--- src/rtl/dmem_dump_ctrl.sv ---
// dmem_dump_ctrl: on HALT_WORD, drains the pipeline, freezes the CPU, streams the data RAM out.
// Define DUMP_CHECKSUM_EN to accumulate a running sum of dumped words on dump_csum.
module dmem_dump_ctrl #(
    parameter int DATA_W = 32,
    parameter int ADDR_W = 9,
    parameter int DEPTH = 512,
    parameter int DRAIN_CYCLES = 5,
    parameter logic [DATA_W-1:0] HALT_WORD = 32'hFFFFFFFF
) (
    input  logic              CLK,
    input  logic              RST_N,
    input  logic [DATA_W-1:0] instr_d,
    input  logic              cpu_we,
    input  logic [ADDR_W-1:0] cpu_addr,
    input  logic [DATA_W-1:0] cpu_wdata,
    output logic [DATA_W-1:0] cpu_rdata,
    output logic              cpu_stall,
    output logic              ram_we,
    output logic [ADDR_W-1:0] ram_addr,
    output logic [DATA_W-1:0] ram_wdata,
    input  logic [DATA_W-1:0] ram_rdata,
    output logic              dump_valid,
    output logic [DATA_W-1:0] dump_data,
    output logic [ADDR_W-1:0] dump_addr,
    input  logic              dump_ready,
    output logic              dump_done,
    output logic [DATA_W-1:0] dump_csum
);

    localparam int CNT_W = (DRAIN_CYCLES > 1) ? $clog2(DRAIN_CYCLES) : 1;
    localparam logic [CNT_W-1:0] CNT_INIT = CNT_W'(DRAIN_CYCLES - 1);
    localparam logic [ADDR_W-1:0] LAST = ADDR_W'(DEPTH - 1);

    typedef enum logic [2:0] {RUN, DRAIN, READ, SEND, DONE} state_t;

    state_t            state, state_n;
    logic [CNT_W-1:0]  cnt, cnt_n;
    logic [ADDR_W-1:0] rd_ptr, rd_ptr_n;
    logic [DATA_W-1:0] data_q;
    logic              fresh;
    logic              stall_q;
    logic              cpu_owns;

    always_ff @(posedge CLK) begin
        if (!RST_N) begin
            state   <= RUN;
            cnt     <= '0;
            rd_ptr  <= '0;
            data_q  <= '0;
            fresh   <= 1'b0;
            stall_q <= 1'b0;
        end else begin
            state   <= state_n;
            cnt     <= cnt_n;
            rd_ptr  <= rd_ptr_n;
            fresh   <= (state == READ);
            stall_q <= (state_n == READ) || (state_n == SEND) || (state_n == DONE);
            if (fresh) begin
                data_q <= ram_rdata;
            end
        end
    end

    always_comb begin
        state_n  = state;
        cnt_n    = cnt;
        rd_ptr_n = rd_ptr;
        unique case (state)
            RUN: begin
                if (instr_d == HALT_WORD) begin
                    state_n = DRAIN;
                    cnt_n   = CNT_INIT;
                end
            end
            DRAIN: begin
                if (cnt == '0) begin
                    state_n  = READ;
                    rd_ptr_n = '0;
                end else begin
                    cnt_n = cnt - CNT_W'(1);
                end
            end
            READ: state_n = SEND;
            SEND: begin
                if (dump_ready) begin
                    if (rd_ptr == LAST) begin
                        state_n = DONE;
                    end else begin
                        state_n  = READ;
                        rd_ptr_n = rd_ptr + ADDR_W'(1);
                    end
                end
            end
            DONE: state_n = DONE;
            default: state_n = RUN;
        endcase
    end

    // The CPU keeps the RAM until the drain window has elapsed
    assign cpu_owns   = (state == RUN) || (state == DRAIN);
    assign ram_we     = cpu_owns & cpu_we;
    assign ram_addr   = cpu_owns ? cpu_addr : rd_ptr;
    assign ram_wdata  = cpu_wdata;
    assign cpu_rdata  = ram_rdata;
    assign cpu_stall  = stall_q;
    assign dump_valid = (state == SEND);
    assign dump_done  = (state == DONE);
    assign dump_addr  = rd_ptr;
    // First SEND cycle sees the read word directly; afterwards the held copy
    assign dump_data  = fresh ? ram_rdata : data_q;

`ifdef DUMP_CHECKSUM_EN
    logic [DATA_W-1:0] csum;
    logic              hs;

    assign hs = dump_valid & dump_ready;

    always_ff @(posedge CLK) begin
        if (!RST_N) begin
            csum <= '0;
        end else if (hs) begin
            csum <= csum + dump_data;
        end
    end

    assign dump_csum = csum;
`else
    assign dump_csum = '0;
`endif

endmodule

--- config.mk ---
export PLATFORM = sky130hd
export DESIGN_NAME = dmem_dump_ctrl
export DESIGN_NICKNAME = d
export VERILOG_FILES = /design/src/rtl/dmem_dump_ctrl.sv
export SDC_FILE = /design/constraint.sdc
export NUM_CORES = 1
export LEC_CHECK = 0
export ABC_AREA = 1
export CORE_MARGIN = 5
export CORE_UTILIZATION = 30
export CTS_BUF_LIST = sky130_fd_sc_hd__clkbuf_8
export DETAILED_ROUTE_END_ITERATION = 12
export PLACE_DENSITY = 0.84
export SETUP_SLACK_MARGIN = 0.1
export SYNTH_ARGS = -nofsm -noshare
export SYNTH_HDL_FRONTEND = slang
export SYNTH_SLANG_ARGS = --single-unit
--- constraint.sdc ---
create_clock -name CLK -period 1.5 [get_ports CLK]
set_input_delay 0.3 -clock CLK [delete_from_list [all_inputs] [get_ports CLK]]
set_output_delay 0.3 -clock CLK [all_outputs]
set_load 0.01 [all_outputs]
Word-level counts from Yosys, hierarchy flattened
Index checks and enable logic that the tools add are counted.

$add $sub $neg: 2. Equality and inequality tests: 14. Muxes and demuxes: 14. Bitwise operators: 1. Reductions and logical operators: 9.

Operators with widths (number): $mux 9 (4); $eq 32x32->1 const B (1); $mux 32 (1); $mux 3 (6); $pmux 9 s2 (1); $pmux 3 s5 (1); $eq 3x2->1 const B (4); $add 9x1->9 const B (1); $eq 9x9->1 const B (1); $ne 2x2->1 const B (4); $eq 3x3->1 const B (2); $logic_not 3->1 (2); $pmux 3 s2 (1); $reduce_and 4->1 (1); $reduce_bool 2->1 (2); $eq 3x1->1 const B (1); $logic_or 1x1->1 (3); $reduce_and 3->1 (1); $sub 3x1->3 const B (1); $ne 2x1->1 const B (1); $and 1x1->1 (1).

Flip-flop bits (word level): 49. Input bits: 109. Output and inout bits: 150. Word-level logic and storage cells: 46.

Depth between registers and ports, before layout
Depth after elaboration: 7. Depth in mapped cells: 11. Gate-level depth less buffers: 11.

Least setup slack after synthesis
No wires, ideal clock.

Path type: register to register. Start: register rd_ptr[0], in the netlist dump_addr[0]. End: register rd_ptr[6], in the netlist dump_addr[6]. Library setup time: 113 ps. Data arrival time: 1563 ps. Data required time: 1387 ps. Setup slack: -176 ps. Cell stages (with the launch flop): 11. Path buffers: 0. Period minus slack after synthesis: 1676 ps. Cells stage by stage: dfxtp_1 > ha_1 > nand4_1 > nor3_1 > ha_1 > a21oi_1 > nand3_4 > nor2_1 > nand2_1 > nand2_1 > nor2_1.

Longest elaborated chain between the ends: 4. Elaborated cells between the ends (all ways): 7. Classes of those cells: add/sub: 1; eq/ne: 2; mux: 3; reduce/logical: 1.

Ends and longest elaborated chain: from (decl) (line 38) `logic [ADDR_W-1:0] rd_ptr, rd_ptr_n;`; from (signal assigned) (line 55) `rd_ptr <= rd_ptr_n;`; $add 9x1->9 (line 90) `rd_ptr_n = rd_ptr + ADDR_W'(1);`; $mux 9 (line 86) `if (rd_ptr == LAST) begin`; $mux 9 (line 85) `if (dump_ready) begin`; $pmux 9 s2 (line 68) `unique case (state)`.

Parallel ways exist; a longest one is shown, timed or not. The select of a mux whose other input is x is not followed. A chain may end at the register's enable or synchronous reset.

Worst setup path after layout
Start: register rd_ptr[0], in the netlist dump_addr[0]. End: register rd_ptr[2], in the netlist dump_addr[2].

The elaborated chain is that of the path after synthesis.

==> impl_metrics.tcl <==
set metrics [dict create \
    skew_ns 0.0102 \
    finalHoldViolCount 0 \
    worstPathCellList "ha_4, nand4_1, nor3_2, ha_2, a21oi_4, nand3_4, inv_8, a21oi_2, nor2_1" \
    power.internal_mw 2.07 \
    ys_ff_latch 49 \
    dpl.hpwl_um 7990 \
    cts_buffers 5 \
    cts_hold_buffers 0 \
    tns_ns -3.80 \
    swShare_pct 23.8 \
    dr_total_vias 3515 \
    seq_area_frac_synth_pct 32.2 \
    path_class "register to register" \
    clock_path_buffers 2 \
    period_share_pct 111 \
    synthToLayoutAreaGrowth_pct 88.2 \
    holdWs_ns 0.351 \
    worstSetupStartpointType "register" \
    die_w_um 111 \
    clk_latency_ns 0.30 \
    cts_tree "yes" \
    async_flop_share_pct 0 \
    cap_violations 0 \
    drc 0 \
    dieArea_sq_mm 0.0123 \
    grt_max_degree 31 \
    peakVddDrop_v 0.000316 \
    yosys_most_used_dff "dfxtp_1" \
    power_frac_comb_pct 16.9 \
    grt_pass1_wl_um 17200 \
    cp-end-kind "register" \
    root_buffer "clkbuf_8" \
    drt_first_pass_iters 4 \
    htree_levels 2 \
    worstPathArrival_ns 1.85 \
    gp_congestion 0.863 \
    status "finished, violations left" \
    finalMaxSlewViolations 0 \
    clkSlewWorstSetupHoldPaths_ns 0.09 \
    place_inst 736 \
    grt_pass1_vias 3491 \
    die_y_um 111 \
    cp_slowest_stage_delay_ns 0.36 \
    cp_max_fo 8 \
    grt_use_total_pct 16.9 \
    final_common_cell "buf_4" \
    ys_types 29 \
    synth.avg_cell_area_sq_um 6.84 \
    stdcell_count 777 \
    critPathSlowestCell "dfxtp_4" \
    final_cell_mix "84 x buf_4, 70 x nand2_1, 67 x clkdlybuf4s50_1" \
    required_ns 1.69 \
    path_delay_family "simple AND/OR/NAND/NOR gates" \
    max_freq_mhz 602 \
    routed_wl_um 12000 \
    rsz0062_at_grt "yes" \
    finish.net_count 756 \
    yosysWarnings 0 \
    antenna_cells 0 \
    pin_count 259 \
    drt_iter0_markers 124 \
    portBuffers 162 \
    pwr-share-seq_pct 47.4 \
    syn_inst 445 \
    worst_slack_ns -0.162 \
    cts.sinks 49 \
    power_density_mw_per_mm2 475 \
    hold_path.class "primary input to register" \
    start_util_pct 31.0 \
    antenna_found_initial 0 \
    core_sq_mm 0.00982 \
    min_period_ns 1.66 \
    power.leakage_nw 2.90 \
    p_sw_mw 0.647 \
    vias_per_cell 4.52 \
    failed_checks "setup timing" \
    synth_edf_count 0 \
    wire_per_inst_um 15.5 \
    final_util_pct 58.3 \
    crit_buf_inv 1 \
    drive_above_1_share_pct 48.0 \
    grt-ovfl-total 0 \
    synth.cell_area_sq_mm 0.00304 \
    report.final.setup_viol 53 \
    clkPwrFrac_pct 35.8 \
    rows 36 \
    ant_nets 0 \
]
## synth_stat cells, types with 2 or more instances
| library cell | count | area [sq um] |
|---|---|---|
| o21ai_0 | 9 | 45.0 |
| nand2_2 | 3 | 18.8 |
| clkbuf_1 | 12 | 45.0 |
| ha_1 | 4 | 50.1 |
| inv_1 | 19 | 71.3 |
| nand4_1 | 3 | 18.8 |
| nor3_1 | 4 | 20.0 |
| inv_2 | 2 | 7.51 |
| nor2_1 | 24 | 90.1 |
| nand2_1 | 148 | 556 |
| nand3_1 | 12 | 60.1 |
| dfxtp_1 | 49 | 981 |
| a31oi_1 | 2 | 12.5 |
| buf_4 | 96 | 721 |
| a21oi_1 | 44 | 220 |
## flip-flops by register name, indices dropped and copies added (netlist names)
signal and flops:
state 3, cnt 3, cpu_stall 1, data_q 32, dump_addr 9, fresh 1
## worst paths after layout
path	start	to	slack, ns	cells past startpoint
min reg2reg	data_q[20]$_SDFF_PN0_	data_q[20]$_SDFF_PN0_	0.48	2
max reg2reg	dump_addr[0]$_SDFFE_PN0P_	dump_addr[2]$_SDFFE_PN0P_	-0.16	9
max	dump_addr[0]$_SDFFE_PN0P_	dump_addr[2]$_SDFFE_PN0P_	-0.16	9
min	ram_rdata[9]	data_q[9]$_SDFF_PN0_	0.35	3
## layout make-up
class / instances / area (sq um)
fill: 844 / 4090
timing repair buffer: 267 / 2450
tap: 133 / 166
sequential: 49 / 1010
inverter: 23 / 106
clock inverter: 2 / 33.8
multi-input combinational: 297 / 1880
clock buffer: 6 / 82.6
## per-stage QoR
| step | worst slack (ns) | total power [mW] | area, sq um |
|---|---|---|---|
| 2_1_floorplan | -0.0254 | 1.65 | 3200 |
| 3_3_place_gp | -0.346 | 1.79 | 4790 |
| 3_5_place_dp | -0.331 | 1.80 | 4790 |
| 4_1_cts | -0.159 | 2.73 | 5030 |
| 5_1_grt | -0.281 | 2.85 | 5730 |
| 6_report | -0.162 | 2.72 | 5730 |
## cell families after synthesis
logic type | count (synthesis) | share of synthesized area, %
simple gates | 201 | 27.7
buf+inv | 131 | 28.1
compound gates | 57 | 9.66
flops | 49 | 32.2
fa+ha+maj | 4 | 1.64
xor+xnor | 2 | 0.576
other cells | 1 | 0.123
## tightest hold or removal path, cell delays in order
cell	delay [ns]
dlymetal6s2s_1	0.17
nand2_4	0.09
a21oi_1	0.05
## routing by layer
layer  vias up  part of all wire (%)  GRT usage [%]
li1       1674                     -              -
met3        33                   7.1           4.26
met1      1640                    36           17.7
met5         -                     0              0
met2       168                    54           31.6
met4         0                   2.9           7.06
## power by group through the flow
stage               combinational (mW)  sequential (mW)  clock, mW
floorplan                        0.322             1.32          0
global placement                 0.471             1.32          0
detailed placement               0.477             1.32          0
CTS                              0.437             1.29       1.01
global route                     0.487             1.29       1.07
finish                           0.459             1.29      0.973
## what timing repair did
| action | CTS | global route |
|---|---|---|
| gates cloned | 5 | 3 |
| setup buffers | 12 | 13 |
| setup endpoints to repair | 101 | 75 |
| resized for setup | 314 | 191 |
| pin swaps | 16 | 42 |
| hold endpoints to repair | 0 | 0 |
Note: power is estimated with default switching activity, not from simulation.
==> patch 1: new RTL, same settings <==
Re-encode `state_t` (5 states) as one-hot, 5 bits wide.
--- a/src/rtl/dmem_dump_ctrl.sv
+++ b/src/rtl/dmem_dump_ctrl.sv
@@ -33,3 +33,3 @@
 
-    typedef enum logic [2:0] {RUN, DRAIN, READ, SEND, DONE} state_t;
+    typedef enum logic [4:0] {RUN = 5'b00001, DRAIN = 5'b00010, READ = 5'b00100, SEND = 5'b01000, DONE = 5'b10000} state_t;
 
Check against the original RTL: same outputs for any inputs over 10 cycles, from zero or initial values and one cycle with RST_N low; not proved beyond that.
==> patch 1 against the unedited design <==
The run still ends with negative setup slack left. Die area rose by 3.8%. Design area is 6.1% higher. Sequential power up 6%. Sequential cell count is 2 higher. Count of clock-buffer cells in the layout fell by 1. Area after synthesis is 4.2% higher. Combinational power up 58%. Setup slack worse by 0.22 ns. Sequential share of layout area down 0.46 points. Power is 6.2% higher. Routed wire length fell by 1.6%. Non-clock buffer count up 24. Core utilization increased by 0.54 points. Highest routed layer unchanged.
==> patch 1: results (changes against the unedited design) <==
GRT met2 Usage=30.45% (was 31.63%); final WL=11840 µm (was 12030 µm); # setup viols final=48 (was 53); Post-Synth Adder-Cell Area=1.579% (was 1.644%); Post-synth top cells=nand2_1, buf_4, dfxtp_1 (unchanged); CP Launch Point=state[2] (was dump_addr[0]); Placement Setup Slack=-0.4517 ns (was -0.3306 ns); largest net degree at the start of global routing=44 (was 31); Worst Setup End Kind=output pin (was register); Detail Placement HPWL=7073 µm (was 7986 µm); initial drt markers=135 (was 124); Synth Area in XOR/XNOR=0.8287% (was 0.5754%); CP Max Fanout=4 (was 8); cells after synthesis=467 (was 445); area post-placement=4916 µm² (was 4795 µm²); placed cell count=760 (was 736); first-pass GRT wire length=17060 µm (was 17160 µm); metal3 WL=697 µm (was 850 µm); violated checks=negative setup slack (unchanged); top_reg_cell synth=dfxtp_1 (unchanged); Synth Area in Compound Gates=8.051% (was 9.659%); Final GP Congestion=0.8227 (was 0.8632); final setup skew=0.008326 ns (was 0.01017 ns); Worst R2R End=dump_addr[3] (was dump_addr[2]); layout cells sized above 1=48.48% (was 47.98%); average vias per placed instance=4.377 (was 4.524); status=complete, but fails checks (unchanged); hold_sp=ram_rdata[26] (was ram_rdata[9]); PnR worst setup slack=-0.3849 ns (was -0.1615 ns); vias in the first global route=3526 (was 3491); Setup TNS Final=-7.008 ns (was -3.800 ns); Data arrival, critical path=1.58 ns (was 1.85 ns); CTS clock-pin slew for the worst setup and hold paths=0.10 ns; via count=3611 (was 3515); Slowest-stage cell, CP=dfxtp_2 (was dfxtp_4); hold path endpoint=data_q[26] (was data_q[9]); met3 Use GR=3.422% (was 4.258%); dominant cells by area after synthesis=dfxtp_1, buf_4, nand2_1 (unchanged); Worst VDD drop=0.3873 mV (was 0.3160 mV); worst setup path endpoint=ram_addr[0] (was dump_addr[2]); Seq/Total Area, Yosys=32.20% (was 32.22%); total track usage=16.33% (was 16.87%); Netlist cell types=27 (was 29)
patch 1: power by group:
part           internal [mW]  total (mW)  switching (mW)
logic                  0.384       0.725           0.341
registers               1.36        1.37          0.0135
clock network          0.319       0.790           0.472
total                   2.06        2.89           0.826
patch 1: worst register-to-register path, cell delays in order, from the launching register on:
cell,delay [ns]
dfxtp_4,0.37
ha_4,0.13
nand2_2,0.05
nor3_2,0.13
nand2_1,0.07
nor2_1,0.10
ha_2,0.20
inv_2,0.04
nand3_2,0.08
nand2_4,0.07
buf_6,0.14
nand2_4,0.06
nand2_2,0.04
nand2_1,0.05
nor2_1,0.03
patch 1: final cells by class:
type	count	area, µm²
fill	885	4244
timing repair buffer	291	2748
multi-input combinational	316	1938
sequential	51	1040
tap	136	170.2
inverter	23	100.1
clock buffer	5	68.82
clock inverter	3	15.01
patch 1: timing repair:
action / CTS / global route
hold buffers: 0 / 0
pin swaps: 16 / 30
buffers inserted: 34 / 20
resized for setup: 354 / 155
endpoints found under the setup margin: 99 / 78
cloned: 6 / 1
==> patch 2: new RTL, config.mk and constraints unchanged <==
Made on the original files. Change the parameter `ADDR_W` from 9 to 7.
--- a/src/rtl/dmem_dump_ctrl.sv
+++ b/src/rtl/dmem_dump_ctrl.sv
@@ -4,3 +4,3 @@
     parameter int DATA_W = 32,
-    parameter int ADDR_W = 9,
+    parameter int ADDR_W = 7,
     parameter int DEPTH = 512,
Ports: changed (resized cpu_addr, dump_addr and ram_addr); port bits go from 259 to 253. No check against the original RTL was run, so the function may have changed too.
==> patch 2 against the unedited design <==
The run still ends with negative setup slack left. Design area down 7.0%. Area after synthesis down 4.0%. Sequential cell count down 2. Hold slack worse by 0.013 ns. Power down 10%. Routed wire length down 7.3%. Setup slack better by 0.061 ns. Sequential share of layout area up 0.50 points. Synthesized cell count down 4.5%. Critical endpoint is now ram_addr[0]. Largest power group unchanged.
==> patch 2: results (changes against the unedited design) <==
status=complete, but fails checks (unchanged); violated checks=negative setup slack (unchanged); final WL=11150 µm (was 12030 µm); Detail Placement HPWL=7308 µm (was 7986 µm); R2R setup slack=-0.05 ns (was -0.16 ns); Final GP Congestion=0.8579 (was 0.8632); initial antenna violation count=0 (unchanged); area post-placement=4497 µm² (was 4795 µm²); CP Max Fanout=5 (was 8); PortBufs=156 (was 162); initial drt markers=95 (was 124); Worst R2R End=dump_addr[6] (was dump_addr[2]); Worst path max stage delay=0.34 ns (was 0.36 ns); average vias per placed instance=4.408 (was 4.524); first-pass GRT wire length=15210 µm (was 17160 µm); Clock Latency Late Sink=0.30 ns (about the same); Seq/Total Area, Yosys=32.21% (was 32.22%); Netlist cell types=27 (was 29); hold path endpoint=data_q[18] (was data_q[9]); Lkg Pwr=2.605 nW (was 2.904 nW); WHS=0.3371 ns (was 0.3506 ns); Worst R2R Path Depth=11 (was 9); CTS buffer count=5 (unchanged); Crit Reg-Reg Startpoint=state[2] (was dump_addr[0]); Post-synth top cells=nand2_1, buf_4, dfxtp_1 (unchanged); largest net degree at the start of global routing=24 (was 31); final setup skew=0.005717 ns (was 0.01017 ns); Final nets=714 (was 756); synth warn=0 (unchanged); Data arrival, critical path=1.30 ns (was 1.85 ns); hold_sp=ram_rdata[18] (was ram_rdata[9]); Worst VDD drop=0.3410 mV (was 0.3160 mV); Setup TNS Final=-1.557 ns (was -3.800 ns); Slowest-stage cell, CP=dfxtp_2 (was dfxtp_4); # setup viols final=41 (was 53); PnR worst setup slack=-0.1002 ns (was -0.1615 ns); delay-heaviest family, CP=buffers and inverters (was simple AND/OR/NAND/NOR gates); dominant cells by area after synthesis=dfxtp_1, buf_4, nand2_1 (unchanged); # fillers=847 (was 844); layout cells sized above 1=46.12% (was 47.98%); total track usage=16.33% (was 16.87%); vias in the first global route=3243 (was 3491); Int Pwr=1.811 mW (was 2.073 mW)
[patch 2: kinds of logic after synthesis]
kind of cell             Yosys count  synth area share, %
adder cells (fa/ha/maj)            3                1.285
AO/OA/AOI/OAI                     52                9.037
AND/OR/NAND/NOR                  189                26.94
other                              1               0.1284
flip-flops                        47                32.21
buffers and inverters            130                29.51
XOR/XNOR                           3               0.8995
[patch 2: how the worst max path moves through the flow]
stage / startpoint / endpoint / depth (start not counted)
final: state[2] / ram_addr[0] / 6
after global routing: fresh / dump_data[14] / 5
after CTS: fresh / dump_data[26] / 5
after detailed placement: ram_rdata[25] / dump_data[25] / 4
after global placement: ram_rdata[25] / dump_data[25] / 4
after floorplan: dump_addr[0] / dump_addr[3] / 10
[patch 2: per-stage QoR]
| stage | util (%) | cells | setup slack, ns | total power, mW |
|---|---|---|---|---|
| 2_1_floorplan | - | 456 | 0.1306 | 1.594 |
| 3_3_place_gp | 46.65 | 699 | -0.3349 | 1.735 |
| 3_5_place_dp | 46.65 | 699 | -0.3132 | 1.740 |
| 4_1_cts | 49.75 | 724 | -0.1185 | 2.475 |
| 5_1_grt | 55.28 | 738 | -0.1668 | 2.572 |
| 6_report | 55.28 | 738 | -0.1002 | 2.445 |
[patch 2: repair_timing]
| action | in CTS | in global routing |
|---|---|---|
| buffers inserted | 14 | 15 |
| gates resized for setup | 323 | 131 |
| pin swaps | 22 | 37 |
| setup endpoints to repair | 93 | 62 |
| cloned | 4 | 1 |
[patch 2: routing by layer]
| layer | part of all wire (%) | up-vias | track usage [%] |
|---|---|---|---|
| met1 | 35 | 1503 | 16.60 |
| li1 | - | 1561 | - |
| met4 | 2.9 | 0 | 5.681 |
| met3 | 7.9 | 29 | 4.914 |
| met5 | 0 | - | 0 |
| met2 | 54 | 160 | 31.33 |
[patch 2: final cells by class]
class	instances	area, µm²	share of cell area [%]
clock inverter	3	16.27	0.3052
tap	133	166.4	3.123
multi-input combinational	279	1678	31.49
inverter	22	102.6	1.925
sequential	47	962.2	18.06
timing repair buffer	249	2335	43.81
clock buffer	5	68.82	1.291
[patch 2: worst min-delay path: cells and delay by family]
| family | cells | cell delay (ns) |
|---|---|---|
| buffers and inverters | 1 | 0.16 |
| AND/OR/NAND/NOR | 1 | 0.08 |
| AO/OA/AOI/OAI | 1 | 0.06 |
[patch 2: power groups by stage]
stage / clock network [mW] / registers (mW) / logic, mW
after floorplan: 0 / 1.28 / 0.319
after global placement: 0 / 1.28 / 0.459
after detailed placement: 0 / 1.28 / 0.464
after CTS: 0.804 / 1.24 / 0.428
after global routing: 0.861 / 1.24 / 0.472
final: 0.764 / 1.24 / 0.442
